<file path="src/rtl/wb_stage_reg.sv">
// MEM/WB pipeline register with load extraction, commit gating
// and a retired-instruction counter.
module wb_stage_reg #(
  parameter int WIDTH           = 32,
  parameter int RADDR_W         = 7,
  parameter int EXC_W           = 4,
  parameter int CNT_W           = 32,
  parameter int EXC_COMMIT_CODE = 6
) (
  input  logic                 clk,
  input  logic                 rst,
  input  logic                 stall_i,
  input  logic                 flush_i,
  input  logic                 valid_i,
  input  logic [31:0]          pc_i,
  input  logic [31:0]          epc_i,
  input  logic [WIDTH-1:0]     alu_i,
  input  logic [WIDTH-1:0]     mem_rdata_i,
  input  logic                 mem_to_reg_i,
  input  logic [2:0]           mem_rtype_i,
  input  logic                 reg_we_i,
  input  logic [RADDR_W-1:0]   waddr_i,
  input  logic                 hilo_we_i,
  input  logic [2*WIDTH-1:0]   hilo_i,
  input  logic [EXC_W-1:0]     exc_i,
  input  logic                 is_ds_i,
  output logic                 rf_we_o,
  output logic [RADDR_W-1:0]   rf_waddr_o,
  output logic [WIDTH-1:0]     rf_wdata_o,
  output logic                 hilo_we_o,
  output logic [2*WIDTH-1:0]   hilo_o,
  output logic [31:0]          pc_o,
  output logic [EXC_W-1:0]     exc_o,
  output logic                 is_ds_o,
  output logic                 valid_o,
  output logic [CNT_W-1:0]     retired_o
);

  typedef struct packed {
    logic                 valid;
    logic [31:0]          pc;
    logic [31:0]          epc;
    logic [WIDTH-1:0]     alu;
    logic [WIDTH-1:0]     rdata;
    logic                 m2r;
    logic [2:0]           rtype;
    logic                 we;
    logic [RADDR_W-1:0]   waddr;
    logic                 hwe;
    logic [2*WIDTH-1:0]   hilo;
    logic [EXC_W-1:0]     exc;
    logic                 ds;
  } wb_t;

  wb_t              wb_d, wb_q;
  logic [CNT_W-1:0] cnt_d, cnt_q;
  logic             exc_ok;
  logic             commit;
  logic [31:0]      word;
  logic [7:0]       byt;
  logic [15:0]      half;
  logic [WIDTH-1:0] ld;

  assign exc_ok = (wb_q.exc == '0) ||
                  ((wb_q.exc == EXC_W'(EXC_COMMIT_CODE)) &&
                   (wb_q.epc[1:0] == 2'b00));
  assign commit = wb_q.valid && exc_ok;

  always_comb begin
    wb_d  = wb_q;
    cnt_d = cnt_q;
    if (flush_i) begin
      wb_d.valid = 1'b0;
      wb_d.exc   = '0;
    end else if (!stall_i) begin
      wb_d = '{valid: valid_i,     pc: pc_i,
               epc: epc_i,         alu: alu_i,
               rdata: mem_rdata_i, m2r: mem_to_reg_i,
               rtype: mem_rtype_i, we: reg_we_i,
               waddr: waddr_i,     hwe: hilo_we_i,
               hilo: hilo_i,       exc: exc_i,
               ds: is_ds_i};
    end
    // The held instruction retires on the edge that replaces it
    if (commit && (flush_i || !stall_i))
      cnt_d = cnt_q + 1'b1;
  end

  always_ff @(posedge clk) begin
    if (rst) begin
      wb_q  <= '0;
      cnt_q <= '0;
    end else begin
      wb_q  <= wb_d;
      cnt_q <= cnt_d;
    end
  end

  if (WIDTH == 64) begin : g_w64
    assign word = wb_q.alu[2] ? wb_q.rdata[63:32]
                              : wb_q.rdata[31:0];
  end else begin : g_w32
    assign word = wb_q.rdata[31:0];
  end

  always_comb begin
    byt = word[7:0];
    unique case (wb_q.alu[1:0])
      2'd1:    byt = word[15:8];
      2'd2:    byt = word[23:16];
      2'd3:    byt = word[31:24];
      default: byt = word[7:0];
    endcase
  end

  assign half = wb_q.alu[1] ? word[31:16] : word[15:0];

  always_comb begin
    ld = WIDTH'(signed'(word));
    case (wb_q.rtype)
      3'd1:    ld = WIDTH'(signed'(byt));
      3'd2:    ld = WIDTH'(byt);
      3'd3:    ld = WIDTH'(signed'(half));
      3'd4:    ld = WIDTH'(half);
      default: ld = WIDTH'(signed'(word));
    endcase
  end

  assign rf_wdata_o = wb_q.m2r ? ld : wb_q.alu;
  assign rf_we_o    = commit && wb_q.we &&
                      (wb_q.waddr != '0);
  assign hilo_we_o  = commit && wb_q.hwe;
  assign rf_waddr_o = wb_q.waddr;
  assign hilo_o     = wb_q.hilo;
  assign pc_o       = wb_q.pc;
  assign is_ds_o    = wb_q.ds;
  assign exc_o      = wb_q.valid ? wb_q.exc : '0;
  assign valid_o    = wb_q.valid;
  assign retired_o  = cnt_q;

endmodule

</file>
<file path="config.mk">
export PLATFORM = sky130hd
export DESIGN_NAME = wb_stage_reg
export DESIGN_NICKNAME = d
export VERILOG_FILES = /design/src/rtl/wb_stage_reg.sv
export SDC_FILE = /design/constraint.sdc
export NUM_CORES = 1
export LEC_CHECK = 0
export BUFFER_PORTS_ARGS = -buffer_cell sky130_fd_sc_hd__buf_2
export CAP_MARGIN = 20
export CELL_PAD_IN_SITES_DETAIL_PLACEMENT = 1
export CELL_PAD_IN_SITES_GLOBAL_PLACEMENT = 1
export CORE_MARGIN = 2
export CORE_UTILIZATION = 37
export CTS_CLUSTER_DIAMETER = 150
export DETAILED_ROUTE_END_ITERATION = 10
export PLACE_DENSITY = 0.93
export SLEW_MARGIN = 20
export SYNTH_ARGS = -nofsm -noshare
export SYNTH_HDL_FRONTEND = slang
export SYNTH_SLANG_ARGS = --single-unit
</file>
<file path="constraint.sdc">
create_clock -name clk -period 3.85 [get_ports clk]
set_input_delay 0.5775 -clock clk [delete_from_list [all_inputs] [get_ports clk]]
set_output_delay 0.5775 -clock clk [all_outputs]
set_load 0.01 [all_outputs]
</file>
==> results of run 1 <==
-- worst paths after layout --
check,to
setup reg to reg,retired_o[18]$_SDFFE_PP0P_
hold reg to reg,hilo_o[17]$_SDFFE_PP0P_
hold / removal,word[26]$_SDFFE_PP0P_
setup / recovery,rf_wdata_o[3]
-- layer usage --
layer | up-vias | wire length [um]
met3 | 109 | 2010
met4 | 4 | 1530
met2 | 345 | 16400
met5 | - | 23
met1 | 4477 | 12500
li1 | 4459 | -
-- final cells by class --
class | instances | area, um2
multi-input combinational | 849 | 4250
clock inverter | 6 | 105
sequential | 213 | 4260
tap | 335 | 419
antenna | 4 | 10.0
timing repair buffer | 371 | 1930
clock buffer | 39 | 728
inverter | 8 | 30.0
fill | 3274 | 14100
-- placed cells by master (no fill, tap or decap), types with 8 or more instances in the layout --
master,synthesis,routed
clkbuf_16,0,25
a211oi_1,8,8
nand3_1,8,8
nor3_1,14,14
clkbuf_1,53,9
buf_4,103,9
a21oi_1,208,208
a32oi_1,9,9
nand2_1,399,399
dfxtp_1,213,213
xnor2_1,26,26
nor2_1,77,76
buf_2,23,358
-- worst max-delay path, cell delays in order, from the launching register on --
cell	delay, ps
dfxtp_1	390
nor2_1	640
xor2_1	140
buf_4	250
a221oi_1	460
a21oi_1	130
buf_2	150
-- state kept, by name (all words and copies together) (netlist names) --
name        flops
pc_o           32
word           32
rf_waddr_o      7
retired_o      32
hilo_o         64
is_ds_o         1
valid_o         1
wb_q           44
-- cells by family after synthesis --
kind of cell | after synthesis
simple gates | 547
flops | 213
fa+ha+maj | 2
xor+xnor | 32
mux | 15
buf+inv | 200
compound gates | 253
-- Yosys cell counts (all sizes together), types with 2 or more instances --
| master | number | area [um2] |
|---|---|---|
| nand2 | 399 | 1500 |
| dfxtp | 213 | 4260 |
| a21oi | 208 | 1040 |
| buf | 139 | 952 |
| nor2 | 77 | 289 |
| clkbuf | 53 | 199 |
| xnor2 | 26 | 228 |
| nor4 | 15 | 153 |
| nor3 | 14 | 70.1 |
| a32oi | 9 | 78.8 |
| nand3 | 9 | 57.6 |
| a211oi | 8 | 60.1 |
| inv | 8 | 30.0 |
| nand4 | 8 | 71.3 |
| o21ai | 8 | 43.8 |
| o22ai | 7 | 43.8 |
| and2 | 6 | 37.5 |
| mux2i | 6 | 60.1 |
| xor2 | 6 | 52.6 |
| a221oi | 5 | 43.8 |
| and4 | 5 | 43.8 |
| mux2 | 5 | 56.3 |
| mux4 | 4 | 90.1 |
| and3 | 3 | 18.8 |
| a22o | 2 | 17.5 |
| nor2b | 2 | 12.5 |
| nor3b | 2 | 26.3 |
-- stage by stage --
| stage | hold WS, ps | total power [uW] | cell area, um2 | utilization | std cells |
|---|---|---|---|---|---|
| floorplan | 432 | 2750 | 9670 | - | 1262 |
| global placement | 439 | 2930 | 10900 | 0.421 | 1776 |
| detailed placement | 443 | 2960 | 10900 | 0.421 | 1776 |
| CTS | 273 | 5380 | 11700 | 0.453 | 1821 |
| global route | 288 | 5550 | 11700 | 0.454 | 1824 |
| finish | 291 | 5330 | 11700 | 0.454 | 1825 |
-- power breakdown --
part | internal [uW] | switching (uW) | leakage, uW
Clock | 1490 | 922 | 0.000409
Sequential | 2290 | 65.1 | 0.00174
Combinational | 221 | 338 | 0.00289
==> results.md, run 1 <==
- Entering global routing, the biggest net connects 111 pins.
- The most used routing layer is met2.
- Setup slack on the worst reg-to-reg path comes out at 1770 ps.
- The first global-routing pass estimated 51,200 um of wire.
- The y dimension of the die is 166 um.
- The detailed-placement wirelength estimate is 22,900 um.
- Between clock sinks in the finished design, the worst skew comes to 4.83 ps.
- The number of hold buffers added after CTS is 0.
- The clock tree from TritonCTS is done.
- The cell depth of the worst flop-to-flop path is 5.
- In this run the critical register-to-register path is launched from valid_o$_SDFFE_PP0N_.
- The via count of the first global-routing pass came to 9,854.
- The first detailed-routing pass ran for 5 iterations.
- The number of nets in the synthesized netlist is 1,478.
- Of the total synthesized cell area, the portion taken by XOR and XNOR cells is 0.0290.
- The async set-or-reset flop fraction in the synthesized netlist is 0.
- Buffers inserted during clock tree synthesis total 25.
- The number of distinct library cells after synthesis is 54.
- The worst hold path class is input port to flip-flop.
- Row generation in the floorplan step produced 59 rows.
- Once routing completed, OpenROAD measured the worst setup slack at 600 ps.
- The required time of the critical path is 3270 ps.
- After detailed routing, the number of remaining DRC violations is 0.
- The first element of the critical path is wb_q[79]$_SDFFE_PP0P_.
- After clock tree synthesis, the repair step resized 0 gates.
- In this run the number of H-tree levels came out at 1.
- Clock latency on the worst-skew pair, taken at its later pin, is 520 ps.
- The dominant register cell in the synthesized netlist is dfxtp_1.
- The initial utilization of the core area, before any placement, comes to 0.374.
- The die is 166 um wide.
- The run finished with clean final reports.
- The post-synthesis mux area share is 0.0213.
- The max-slew headroom at the worst pin is 0.416.
- The initial antenna violation count was 6.
- In the finished design, the share of the clock period the worst path needs comes to 0.844.
- For the worst setup path, the data arrival time is 2670 ps.
- The final global-route overflow total is 0.
- Prior to clock tree synthesis, the placed netlist has a worst setup slack of 1170 ps.
- The per-cell via count in the routed design is 5.15.
- The total via count in the routed design is 9,394.
- For this run, the top clock speed supported by timing is 308 MHz.
- For this run, global-route usage on met3 was measured as 0.0471.
- The root buffer cell is clkbuf_16.
- Counting flops with a built-in enable in the synthesized netlist gives 0.
- The count of buffers added by post-CTS timing repair for setup is 0.
- The worst setup path is launched from a flip-flop.
- Clock-pin slew was measured on the worst setup and hold paths at 60 ps.
- The layout-stage area growth over the synthesis result is 21.3%.
- Yosys printed 0 warnings.
- The boundary pin count is 390.
- The post-route setup TNS is 0 ps.
- The routed wirelength normalized by instance count is 17.8 um.
- The number of buffers between clock root and the deepest sink is 3.
- The register bit total from synthesis is 213.
- In this run the most critical hold path is launched from mem_rdata_i[26].
- Counting instances, the worst hold path has a depth of 3.
- The number of cells produced by synthesis is 1,262.
- For this run, global-route usage on met2 was measured as 0.402.
- The final period demand of the worst path is 3250 ps.
- The floorplan die area is 0.0274 mm2.
- The net count of the finished layout is 1,684.
- The core region area is 0.0258 mm2.
- In this run the power density over the cells is 454 mW/mm2.
- The sequential-to-total area share from yosys stat is 0.441.
- The critical path is of the flip-flop to output pin type.
- The count of nets left with antenna violations once routing finished came out at 0.
- The post-synthesis compound-gate area fraction was 0.143.
- For the pin with the worst max-slew slack, the measured transition is 876 ps.
- Setup violations remaining at the end of the flow were counted as 0.
- After the first detailed-routing iteration, the DRC count stood at 508.
- The post-synthesis instance area is 0.00967 mm2.
- The nature of the critical path endpoint is an output pin.
- The maximum net fanout on the critical path is 21.
- The tool flagged a number of max-cap violations equal to 0.
- The combinational family with the most area after synthesis is simple AND/OR/NAND/NOR gates.
- The post-synthesis adder-cell area fraction is 0.00233.
- For this run, global-route usage on met1 was measured as 0.260.
- In this run the tool buffered the top-level ports with 359 buffer cells.
- In the final layout, the share of cells above drive strength 1 is 0.293.
- CTS saw 213 sinks.
- The all-layer global routing usage is 0.226.
- Setup repair after global routing left no endpoint under its margin.
- The number of failing hold endpoints at the final stage is 0.
- The final-report max-slew violation count came to 0.
- The average size of a mapped cell is 7.66 um2.
- Of the total synthesized cell area, the portion taken by AND, OR, NAND and NOR gates is 0.241.
- The analysis attributes to cell leakage a power of 0.00504 uW.
- Wires add up to 32,400 um.
- The worst-case vdd ir drop is 0.000294 V.
- At the end of routability-driven placement, the weighted congestion stood at 0.915.
Power figures use the tool's default switching activity.
==> run 2, diff against run 1 <==
- CORE_UTILIZATION: 37 -> 34
- PLACE_DENSITY: 0.93 -> 0.87
- clock period: 3.85 -> 3.2 ns (I/O delays scaled with it)
==> run 2 against run 1 <==
Against the previous run: non-clock buffer count grew 1; first-iteration DRC count down 15%; via count fell by 1.9%; combinational power grew 21%; highest routed layer unchanged; global-route usage down 2.2 points; largest cell class unchanged; register-to-register slack got worse by 660 ps; utilization is 3.1 points lower; clock power up 20%.
==> results.md, run 2 (synthesized netlist as in run 1, its figures left out) <==
- In the final layout, the share of cells above drive strength 1 is 0.300.
- TritonCTS built the clock tree.
- CTS built an H-tree with a depth of 1.
- The total CTS buffers is 25.
- The post-route setup TNS is 0 ps.
- The run finished with clean final reports.
- Leaving out fill and tap cells, the most frequent cells in the layout are 399 x nand2_1, 358 x buf_2, 213 x dfxtp_1, 208 x a21oi_1, 75 x nor2_1.
- Counting the fill cells in the layout gives 3,570.
- The number of iterations in the first detailed-routing pass is 5.
- Across the VDD grid, the largest voltage drop is 0.000355 V.
- The initial antenna violation count was 2.
- The design draws 6410 uW.
- The floorplan has 61 rows.
- The required time of the critical path is 2720 ps.
- In the global route stage, overall resource usage came out at 0.204.
- The root buffer cell is clkbuf_16.
- The max-slew headroom at the worst pin is 0.509.
- Clock-pin slew was measured on the worst setup and hold paths at 60 ps.
- The via count of the first global-routing pass was 9,542.
- The region available for standard cell placement spans 0.0279 mm2.
- The first element of the critical path is wb_q[114]$_SDFFE_PP0P_.
- Using the TritonRoute via totals, the vias-per-cell ratio works out to 4.94.
- The initial standard-cell utilization of the core is 0.346.
- The flip-flop count of the largest register, all copies and words added is 64.
- The floorplan step set the die height to 173 um.
- The detailed router placed 9,217 vias in this run.
- Power spread over the standard cell area amounts to 542 mW/mm2.
- The final weighted congestion of routability-driven global placement is 0.871.
- At the end of the flow the core is filled with cells to 0.424.
- Port buffering added 359 buffers.
- In this run the count of I/O pins placed on the die edge is 390.
- The clock latency at the later pin of the worst-skew pair is 530 ps.
- The worst register-to-register path begins at valid_o$_SDFFE_PP0N_.
- At the end of the flow, the number of nets in the layout was 1,685.
- The footprint of the flip-flops and latches is 0.00426 mm2.
- The die is 173 um wide.
- The final-report max-slew violation count is 0.
- The sort of element at the start of the critical path is a flip-flop.
- In the routed design, unresolved DRC markers number 0.
- The most frequent standard cell in the layout excluding fill and tap cells is nand2_1.
- The beginning of the worst hold path is pc_i[1].
- The floorplan die area is 0.0298 mm2.
- The number of DRC violations after detailed-routing iteration 0 is 434.
- For this design the static power due to leakage is 0.00506 uW.
- STA classifies the critical path endpoint as an output pin.
- For the pin with the worst max-slew slack, the measured transition is 732 ps.
- For the final database, setup skew stands at 6.82 ps.
- In this run the worst path has a maximum fanout of 8.
- Summing all multi-input logic gate instances after layout gives 0.00426 mm2.
- The count of buffers added by post-CTS timing repair for setup is 0.
- The sum of routed wire length over all layers is 31,700 um.
- The number of failing hold endpoints at the final stage is 0.
- The cell total after placement is 1,820.
- The maximum clock frequency is 331 MHz.
- The final global-route overflow total is 0.
- The max-cap check violation count is 0.
- The kind of critical path is flip-flop to output pin.
- The routed wirelength normalized by instance count is 17.0 um.
- The detailed-placement wirelength estimate is 22,300 um.
- In this run the worst hold path is classified as input port to flip-flop.
- The endpoint arrival time on the critical path is 2540 ps.
- Setup repair after global routing left no endpoint under its margin.
- The first global-routing pass estimated 50,300 um of wire.
- Entering global routing, the biggest net connects 121 pins.
- For this design, the sink count on the clock tree is 213.
- The non-filler instance count after layout is 1,866.
- The detail route stage leaves a number of antenna-violating nets equal to 0.
- The number of buffers between clock root and the deepest sink is 3.
- The layout-stage area growth over the synthesis result is 22.3%.
- The antenna cell count is 0.
- In the finished design, the share of the clock period the worst path needs comes to 0.943.
- The setup-violating endpoint count in the final report is 0.
- The worst path in the final design needs a cycle of 3020 ps, including I/O delays and setup.
==> run 2: final timing paths <==
kind / slack, ps / depth (start not counted) / to
min reg2reg: 450 / 2 / hilo_o[25]$_SDFFE_PP0P_
min: 180 / 3 / pc_o[1]$_SDFFE_PP0P_
max reg2reg: 1110 / 5 / retired_o[18]$_SDFFE_PP0P_
max: 180 / 6 / rf_wdata_o[9]
==> run 2: repair_timing <==
item	CTS	global route
hold buffers	0	0
resized for setup	1	1
setup endpoints to repair	15	15
==> run 2: per-stage QoR <==
| step | setup WS [ps] | hold WS [ps] | area (um2) |
|---|---|---|---|
| after detailed placement | 476 | 443 | 11000 |
| after CTS | 104 | 155 | 11800 |
| after global routing | 39.4 | 181 | 11800 |
| final | 183 | 181 | 11800 |
| after global placement | 584 | 438 | 11000 |
| after floorplan | 1190 | 432 | 9670 |
==> run 2: per-layer routing <==
layer  wire, um  track usage  part of all wire  vias to the layer above
li1           -            -                 -                     4460
met1      12300        0.223              0.39                     4419
met2      16500        0.388              0.52                      272
met3       2040       0.0508             0.064                       62
met4        837       0.0600             0.026                        4
met5         26            0           0.00082                        -
==> run 2: worst max-delay path, cell delays in order (launching register included) <==
cell and delay, ps:
dfxtp_1 540, mux4_2 570, nand3_1 100, nand2_1 200, a211oi_1 380, nor2_1 80
buf_2 150
==> run 2: final cells by class <==
class | count | share of cell area
clock buffer | 33 | 0.0605
clock inverter | 13 | 0.0110
inverter | 8 | 0.00254
multi-input combinational | 849 | 0.360
sequential | 213 | 0.360
tap | 378 | 0.0400
timing repair buffer | 372 | 0.166
==> run 2: power by group <==
part	internal [uW]	switching, uW
sequential	2760	75.3
combinational	270	405
clock	1740	1170
